--- config.mk ---
export PLATFORM = sky130hd
export DESIGN_NAME = pipe_stall_ctrl_flat
export DESIGN_NICKNAME = d
export VERILOG_FILES = /design/src/rtl/pipe_stall_ctrl_if.sv /design/src/rtl/pipe_stall_ctrl.sv /design/src/flat_wrapper.sv
export SDC_FILE = /design/constraint.sdc
export NUM_CORES = 1
export LEC_CHECK = 0
export CORE_MARGIN = 10
export CORE_UTILIZATION = 46
export CTS_CLUSTER_SIZE = 24
export DETAILED_ROUTE_END_ITERATION = 7
export GPL_ROUTABILITY_DRIVEN = 0
export GPL_TIMING_DRIVEN = 0
export PLACE_DENSITY = 0.75
export SYNTH_ARGS = -nofsm -noshare
export SYNTH_HDL_FRONTEND = slang
export SYNTH_SLANG_ARGS = --single-unit
--- constraint.sdc ---
create_clock -name clk -period 2 [get_ports clk]
set_input_delay 0.4 -clock clk [delete_from_list [all_inputs] [get_ports clk]]
set_output_delay 0.4 -clock clk [all_outputs]
set_load 0.005 [all_outputs]
--- src/rtl/pipe_stall_ctrl_if.sv ---
// Stall-controller bundle: per-stage stall requests and EX/MEM status in, stall vector and status out.
// The controller connects through the slave modport; the pipeline side uses master.
interface pipe_stall_ctrl_if #(
  parameter int unsigned CNT_W  = 6,
  parameter int unsigned PERF_W = 32
) ();
  logic              stallreq_if;
  logic              stallreq_id;
  logic              ex_mc_start;
  logic [CNT_W-1:0]  ex_mc_cycles;
  logic              mem_req;
  logic              mem_ack;
  logic              flush_req;
  logic [5:0]        stall;
  logic              flush;
  logic              ex_mc_done;
  logic              mem_timeout;
  logic [PERF_W-1:0] stall_cycles;

  modport master (
    output stallreq_if, stallreq_id, ex_mc_start, ex_mc_cycles, mem_req, mem_ack, flush_req,
    input  stall, flush, ex_mc_done, mem_timeout, stall_cycles
  );

  modport slave (
    input  stallreq_if, stallreq_id, ex_mc_start, ex_mc_cycles, mem_req, mem_ack, flush_req,
    output stall, flush, ex_mc_done, mem_timeout, stall_cycles
  );
endinterface

--- src/rtl/pipe_stall_ctrl.sv ---
// Central stall/flush controller with EX multi-cycle sequencer and MEM wait tracker.
// Define PIPE_MEM_TIMEOUT_EN to enable the MEM wait timeout (mem_timeout pulse after TIMEOUT cycles).
module pipe_stall_ctrl #(
  parameter int unsigned CNT_W   = 6,
  parameter int unsigned TIMEOUT = 64,
  parameter int unsigned PERF_W  = 32
) (
  input logic              clk,
  input logic              rst,
  pipe_stall_ctrl_if.slave bus
);

  typedef enum logic [1:0] {ExIdle, ExBusy, ExDone} ex_state_e;

  ex_state_e         ex_state_q;
  logic [CNT_W-1:0]  cnt_q;
  logic              ex_done_q;
  logic [PERF_W-1:0] stall_cycles_q;
  logic              stallreq_mem;
  logic              stallreq_ex;
  logic              mem_timeout;
  logic [5:0]        stall;

  assign stallreq_mem = bus.mem_req & ~bus.mem_ack & ~mem_timeout;
  assign stallreq_ex  = ((ex_state_q == ExIdle) & bus.ex_mc_start & (bus.ex_mc_cycles != '0)) |
                        (ex_state_q == ExBusy);

  always_comb begin
    stall = 6'b000000;
    if (bus.flush_req)     stall = 6'b000000;
    else if (stallreq_mem) stall = 6'b011111;
    else if (stallreq_ex)  stall = 6'b001111;
    else if (bus.stallreq_id) stall = 6'b000111;
    else if (bus.stallreq_if) stall = 6'b000011;
  end

  // ex_done_q mirrors "state is ExDone" so the done pulse comes straight from a flop.
  always_ff @(posedge clk) begin
    if (rst || bus.flush_req) begin
      ex_state_q <= ExIdle;
      cnt_q      <= '0;
      ex_done_q  <= 1'b0;
    end else begin
      ex_done_q <= 1'b0;
      unique case (ex_state_q)
        ExIdle: begin
          if (bus.ex_mc_start) begin
            if (bus.ex_mc_cycles == CNT_W'(1)) begin
              ex_state_q <= ExDone;
              ex_done_q  <= 1'b1;
            end else if (bus.ex_mc_cycles != '0) begin
              cnt_q      <= bus.ex_mc_cycles - CNT_W'(1);
              ex_state_q <= ExBusy;
            end
          end
        end
        ExBusy: begin
          cnt_q <= cnt_q - CNT_W'(1);
          if (cnt_q == CNT_W'(1)) begin
            ex_state_q <= ExDone;
            ex_done_q  <= 1'b1;
          end
        end
        ExDone: ex_state_q <= ExIdle;
        default: ex_state_q <= ExIdle;
      endcase
    end
  end

`ifdef PIPE_MEM_TIMEOUT_EN
  typedef enum logic {MIdle, MWait} mem_state_e;

  localparam int unsigned WcntW = $clog2(TIMEOUT + 1);

  mem_state_e       mem_state_q;
  logic [WcntW-1:0] wcnt_q;

  assign mem_timeout = (mem_state_q == MWait) & bus.mem_req & ~bus.mem_ack &
                       (wcnt_q == WcntW'(TIMEOUT));

  always_ff @(posedge clk) begin
    if (rst || bus.flush_req) begin
      mem_state_q <= MIdle;
      wcnt_q      <= '0;
    end else begin
      unique case (mem_state_q)
        MIdle: begin
          if (bus.mem_req && !bus.mem_ack) begin
            mem_state_q <= MWait;
            wcnt_q      <= WcntW'(1);
          end
        end
        MWait: begin
          if (bus.mem_ack || !bus.mem_req || mem_timeout) begin
            mem_state_q <= MIdle;
            wcnt_q      <= '0;
          end else if (wcnt_q != '1) begin
            wcnt_q <= wcnt_q + WcntW'(1);
          end
        end
        default: mem_state_q <= MIdle;
      endcase
    end
  end
`else
  // Without the timeout a MEM wait simply stalls until the access completes.
  assign mem_timeout = 1'b0;
`endif

  always_ff @(posedge clk) begin
    if (rst) begin
      stall_cycles_q <= '0;
    end else if ((stall != 6'b000000) && (stall_cycles_q != '1)) begin
      stall_cycles_q <= stall_cycles_q + PERF_W'(1);
    end
  end

  assign bus.stall        = stall;
  assign bus.flush        = bus.flush_req;
  assign bus.ex_mc_done   = ex_done_q;
  assign bus.mem_timeout  = mem_timeout;
  assign bus.stall_cycles = stall_cycles_q;

endmodule

--- src/flat_wrapper.sv ---
// flat-port wrapper written by rule: the top's interface ports become plain ports
module pipe_stall_ctrl_flat 
#(
  parameter int unsigned CNT_W   = 6,
  parameter int unsigned TIMEOUT = 64,
  parameter int unsigned PERF_W  = 32
)
  (clk, rst, bus_stallreq_if, bus_stallreq_id, bus_ex_mc_start, bus_ex_mc_cycles, bus_mem_req, bus_mem_ack, bus_flush_req, bus_stall, bus_flush, bus_ex_mc_done, bus_mem_timeout, bus_stall_cycles);
  pipe_stall_ctrl_if #(.CNT_W(CNT_W), .PERF_W(PERF_W)) bus_i ();
  input logic clk;
  input logic rst;
  input wire logic [$bits(bus_i.stallreq_if)-1:0] bus_stallreq_if;
  input wire logic [$bits(bus_i.stallreq_id)-1:0] bus_stallreq_id;
  input wire logic [$bits(bus_i.ex_mc_start)-1:0] bus_ex_mc_start;
  input wire logic [$bits(bus_i.ex_mc_cycles)-1:0] bus_ex_mc_cycles;
  input wire logic [$bits(bus_i.mem_req)-1:0] bus_mem_req;
  input wire logic [$bits(bus_i.mem_ack)-1:0] bus_mem_ack;
  input wire logic [$bits(bus_i.flush_req)-1:0] bus_flush_req;
  output wire logic [$bits(bus_i.stall)-1:0] bus_stall;
  output wire logic [$bits(bus_i.flush)-1:0] bus_flush;
  output wire logic [$bits(bus_i.ex_mc_done)-1:0] bus_ex_mc_done;
  output wire logic [$bits(bus_i.mem_timeout)-1:0] bus_mem_timeout;
  output wire logic [$bits(bus_i.stall_cycles)-1:0] bus_stall_cycles;
  assign bus_i.stallreq_if = bus_stallreq_if;
  assign bus_i.stallreq_id = bus_stallreq_id;
  assign bus_i.ex_mc_start = bus_ex_mc_start;
  assign bus_i.ex_mc_cycles = bus_ex_mc_cycles;
  assign bus_i.mem_req = bus_mem_req;
  assign bus_i.mem_ack = bus_mem_ack;
  assign bus_i.flush_req = bus_flush_req;
  assign bus_stall = bus_i.stall;
  assign bus_flush = bus_i.flush;
  assign bus_ex_mc_done = bus_i.ex_mc_done;
  assign bus_mem_timeout = bus_i.mem_timeout;
  assign bus_stall_cycles = bus_i.stall_cycles;
  pipe_stall_ctrl #(.CNT_W(CNT_W), .TIMEOUT(TIMEOUT), .PERF_W(PERF_W)) u_core (.clk(clk), .rst(rst), .bus(bus_i));
endmodule
Word-level counts from Yosys, hierarchy flattened --
Index checks and enable logic that the tools add are counted. Widths: inputs -> output; s select.
Storage, ports and cells: word-level logic and storage cells 47, input bits 14, register bits 41, output and inout bits 41
Cells by class: multiplexer cells 18, reduce and logical (&&, ||, !) cells 8, equal/unequal tests 9, bitwise logic cells 5, add/subtract/negate cells 3
Operator list (count):
- $mux 6 | 7
- $add 32x1->32 const B | 1
- $ne 32x32->1 const B | 1
- $eq 6x1->1 const B | 2
- $pmux 6 s2 | 1
- $reduce_bool 6->1 | 2
- $sub 6x1->6 const B | 2
- $mux 2 | 5
- $ne 2x2->1 const B | 4
- $pmux 2 s2 | 1
- $reduce_and 4->1 | 1
- $and 1x1->1 | 3
- $mux 1 | 3
- $ne 3x3->1 const B | 1
- $reduce_and 3->1 | 1
- $eq 2x1->1 const B | 1
- $logic_not 2->1 | 1
- $pmux 1 s2 | 1
- $reduce_bool 2->1 | 1
- $logic_and 1x1->1 | 1
- $logic_or 1x1->1 | 1
- $not 1->1 | 1
- $or 1x1->1 | 1

Depth between registers and ports, before layout --
word-level depth 9, depth in mapped cells 8

Worst setup path before layout --
No wires, ideal clock.
path kind input -> register, from in bus_ex_mc_cycles[0], to reg u_core.stall_cycles_q[6], in the netlist u_core.bus.stall_cycles[6], cell stages on the path 7, required time 1.879 ns, arrival 2.007 ns, path slack -0.129 ns, setup time 0.121 ns, cells stage by stage inv_1 > ha_1 > a2111o_1 > a21o_1 > buf_2 > nor4_1 > mux2_4
On the way: word-level cells in the longest chain between the ends 8
Ends and longest elaborated chain:
- from (decl) | RTL line flat_wrapper.sv:15 | input wire logic [$bits(bus_i.ex_mc_cycles)-1:0] bus_ex_mc_cycles;
- $reduce_bool 6->1 | RTL line pipe_stall_ctrl.sv:25 | assign stallreq_ex = ((ex_state_q == ExIdle) & bus.ex_mc_start & (bus.ex_mc_cycles != '0)) |
- $and 1x1->1 | RTL line pipe_stall_ctrl.sv:25
- $or 1x1->1 | RTL line pipe_stall_ctrl.sv:25
- $mux 6 | RTL line pipe_stall_ctrl.sv:32 | else if (stallreq_ex) stall = 6'b001111;
- $mux 6 | RTL line pipe_stall_ctrl.sv:31 | else if (stallreq_mem) stall = 6'b011111;
- $mux 6 | RTL line pipe_stall_ctrl.sv:30 | if (bus.flush_req) stall = 6'b000000;
- $reduce_bool 6->1 | RTL line pipe_stall_ctrl.sv:113 | end else if ((stall != 6'b000000) && (stall_cycles_q != '1)) begin
- $logic_and 1x1->1 | RTL line pipe_stall_ctrl.sv:113
- to (signal assigned) | RTL line pipe_stall_ctrl.sv:114 | stall_cycles_q <= stall_cycles_q + PERF_W'(1);
- to (decl) | RTL line pipe_stall_ctrl.sv:18 | logic [PERF_W-1:0] stall_cycles_q;
Every way passes these cells. A chain may end at the register's enable or synchronous reset.

Worst setup path in the final report --
from reg u_core.stall_cycles_q[0], in the netlist u_core.bus.stall_cycles[0], to reg u_core.stall_cycles_q[6], in the netlist u_core.bus.stall_cycles[6]
On the way: word-level cells in the longest chain between the ends 2, elaborated cells between the ends (all ways) 3
Ends and longest elaborated chain:
- branches (longest 2 deep; another with $add 32x1->32)
Several ways; the timed one is not identified.

==> flow_summary.json <==
{
  "status": "finished with violations",
  "violations": "negative setup slack",
  "p_switching_mw": 0.4630,
  "synth_fa_ha_area_share_pct": 3.023,
  "synth_seq_cells": 41,
  "fin_tns_setup_ps": -1387,
  "rsz0062_at_grt": "true",
  "synth_compound_area_share_pct": 19.75,
  "fin_cells": 481,
  "seqPwrFrac_pct": 49.8,
  "p_per_area_nw_per_um2": 424.6,
  "yosys.area_share.simple_pct": 31.74,
  "synth_mux_area_share_pct": 4.685,
  "wl_per_cell_um": 18.70,
  "syn_inst": 311,
  "drt_iter0_markers": 356,
  "initial_core_util_pct": 48.02,
  "synth_xor_area_share_pct": 1.411,
  "synth_most_common_cell": "dfxtp_1",
  "drv_slew": 0,
  "ys_seq_area_share_pct": 33.05,
  "r2r_slack_ps": -120,
  "wl_um": 8993,
  "numCtsBuffers": 5,
  "first_pass_iters": 5,
  "relSlewSlack_pct": 59.64,
  "antenna_found_initial": 0,
  "hp-class": "in2reg",
  "fin_nets": 430,
  "synth_area_um2": 2484,
  "synth_ff_type": "dfxtp_1",
  "row_count": 26,
  "grt_use_total_pct": 18.28,
  "pre_cts_ws_ps": -1315,
  "p_clk_share_pct": 33.6,
  "placed_area_um2": 3172,
  "setup_slack_ps": -123.1,
  "grt-ovfl-total": 0,
  "max-cap-violations": 0,
  "clk_latency_ps": 300,
  "crit_arrival_ps": 2320,
  "cp-end-kind": "flip-flop",
  "worst_slew_pin_slew_ps": 605.4,
  "antenna_violating_nets_post_route": 0,
  "root_buffer": "clkbuf_8",
  "crit_required_ps": 2200,
  "vias_per_cell": 6.081,
  "dp_cells": 434,
  "grt_pass1_vias": 2685,
  "synth_top_family_by_area": "simple AND/OR/NAND/NOR gates",
  "synth_area_leaders": "dfxtp_1 (33%), a21oi_1 (6.4%), o21ai_0 (3.8%)",
  "drc_errors": 0,
  "async_flop_share_pct": 0,
  "postLayoutCoreUtil_pct": 74.89,
  "worst_hold_slack_ps": 473.9,
  "fin_crit_ps": 2123,
  "hpwl_um": 5370,
  "io_pins": 55,
  "coreArea_um2": 5172,
  "place.port_buffers": 52,
  "p_int_mw": 1.182,
  "drive_gt1_share_pct": 37.47,
  "final_cell_area_um2": 3874,
  "synthTopCellsByCount": "dfxtp_1 (41), a21oi_1 (32), nand2_1 (21)",
  "grt_max_degree": 12,
  "cts_tree": "built",
  "yosys_warnings": 0,
  "clock_sinks": 41,
  "die_y_um": 93.48,
  "hold_buffers": 0,
  "swShare_pct": 28.15,
  "yosysTopAreaCell": "dfxtp_1",
  "via_count": 2925,
  "die_x_um": 93.48,
  "critPathLaunchType": "flip-flop",
  "ir_drop_mv": 0.3396,
  "synth_area_per_cell_um2": 7.986,
  "synth_enable_flop_cells": 0,
  "grt_pass1_wl_um": 13080,
  "area_delta_synth_final_pct": 55.97,
  "p_leak_nw": 1.391,
  "cp_max_fo": 9,
  "finalPower_mw": 1.645,
  "hold_viol": 0,
  "combPwrFrac_pct": 16.6,
  "path_class": "reg2reg",
  "htree_levels": 2,
  "setup_viol": 21,
  "final.fill_count": 359,
  "clockBufferDepth": 2,
  "period_share_pct": 106.2,
  "path_clk_slew_ps": 80,
  "diodes": 0,
  "synth_cell_types": 48,
  "dieArea_um2": 8739,
  "yosysTopAreaCellShare_pct": 33.05,
  "clock_skew_ps": 5.408,
  "clock.fmax_mhz": 471.0
}
==> cell usage in the layout, fill, tap and decap left out, drive strengths merged, types with 13 or more instances in the layout <==
cell type,n
a21oi,32
nand3,13
nor2,21
clkdlybuf4s50,35
o21ai,20
nand2,21
buf,58
dfxtp,41
inv,13
clkbuf,17
nand4,13
==> worst paths after layout <==
check	startpoint	endpoint	cells past startpoint
setup / recovery	u_core.bus.stall_cycles[0]$_SDFFE_PP0P_	u_core.bus.stall_cycles[6]$_SDFFE_PP0P_	8
hold reg to reg	u_core.cnt_q[4]$_SDFFE_PP0P_	u_core.cnt_q[4]$_SDFFE_PP0P_	2
hold / removal	bus_ex_mc_cycles[0]	u_core.cnt_q[0]$_SDFFE_PP0P_	4
setup reg to reg	u_core.bus.stall_cycles[0]$_SDFFE_PP0P_	u_core.bus.stall_cycles[6]$_SDFFE_PP0P_	8
==> flip-flops by register name, summed over array words and instances (netlist names) <==
| name | count |
|---|---|
| u_core.cnt_q | 6 |
| u_core.bus.stall_cycles | 32 |
| u_core.bus.ex_mc_done | 1 |
| u_core.ex_state_q | 2 |
==> cells by family (layout without fill, tap and decap cells) <==
kind of cell,count (synthesis),count (layout)
compound gates,80,81
xor+xnor,4,4
fa+ha+maj,6,6
buf+inv,32,130
flops,41,41
mux,10,10
other cells,1,2
simple gates,137,137
==> power by group through the flow <==
stage	Clock (mW)	Combinational [mW]	Sequential, mW
final	0.552	0.273	0.820
after detailed placement	0	0.219	0.857
after floorplan	0	0.124	0.854
after global routing	0.587	0.298	0.822
after CTS	0.549	0.242	0.832
after global placement	0	0.216	0.857
==> routing by layer <==
layer	vias to the layer above	share of wire (%)	GRT usage, %
li1	1352	-	-
met1	1362	39	22.14
met2	173	47	29.52
met3	38	9.9	5.436
met4	0	4.0	7.326
met5	-	0	0
==> timing repair <==
action                                 4_1_cts  5_1_grt
setup endpoints to repair                   43       35
cloned                                       1        0
gates resized for setup                     89       75
endpoints found under the hold margin        0        0
pin swaps                                   11       26
setup buffers                               13       26
==> area by class of cell <==
type	instances	area [µm²]	area share, %
buffer	18	135.1	3.488
clock buffer	8	80.08	2.067
inverter	13	66.31	1.712
multi-input combinational	240	1797	46.38
sequential	41	889.6	22.97
tap	70	87.58	2.261
timing repair buffer	91	818.3	21.12
==> worst max-delay path, stage by stage (launching register included) <==
cell and delay (ps):
dfxtp_4 370, ha_4 140, nand4_1 140, or4_4 600
buf_12 170, nor2_4 90, buf_6 140, nor4_2 60
mux2_4 290
Note: power is estimated with default switching activity, not from simulation.
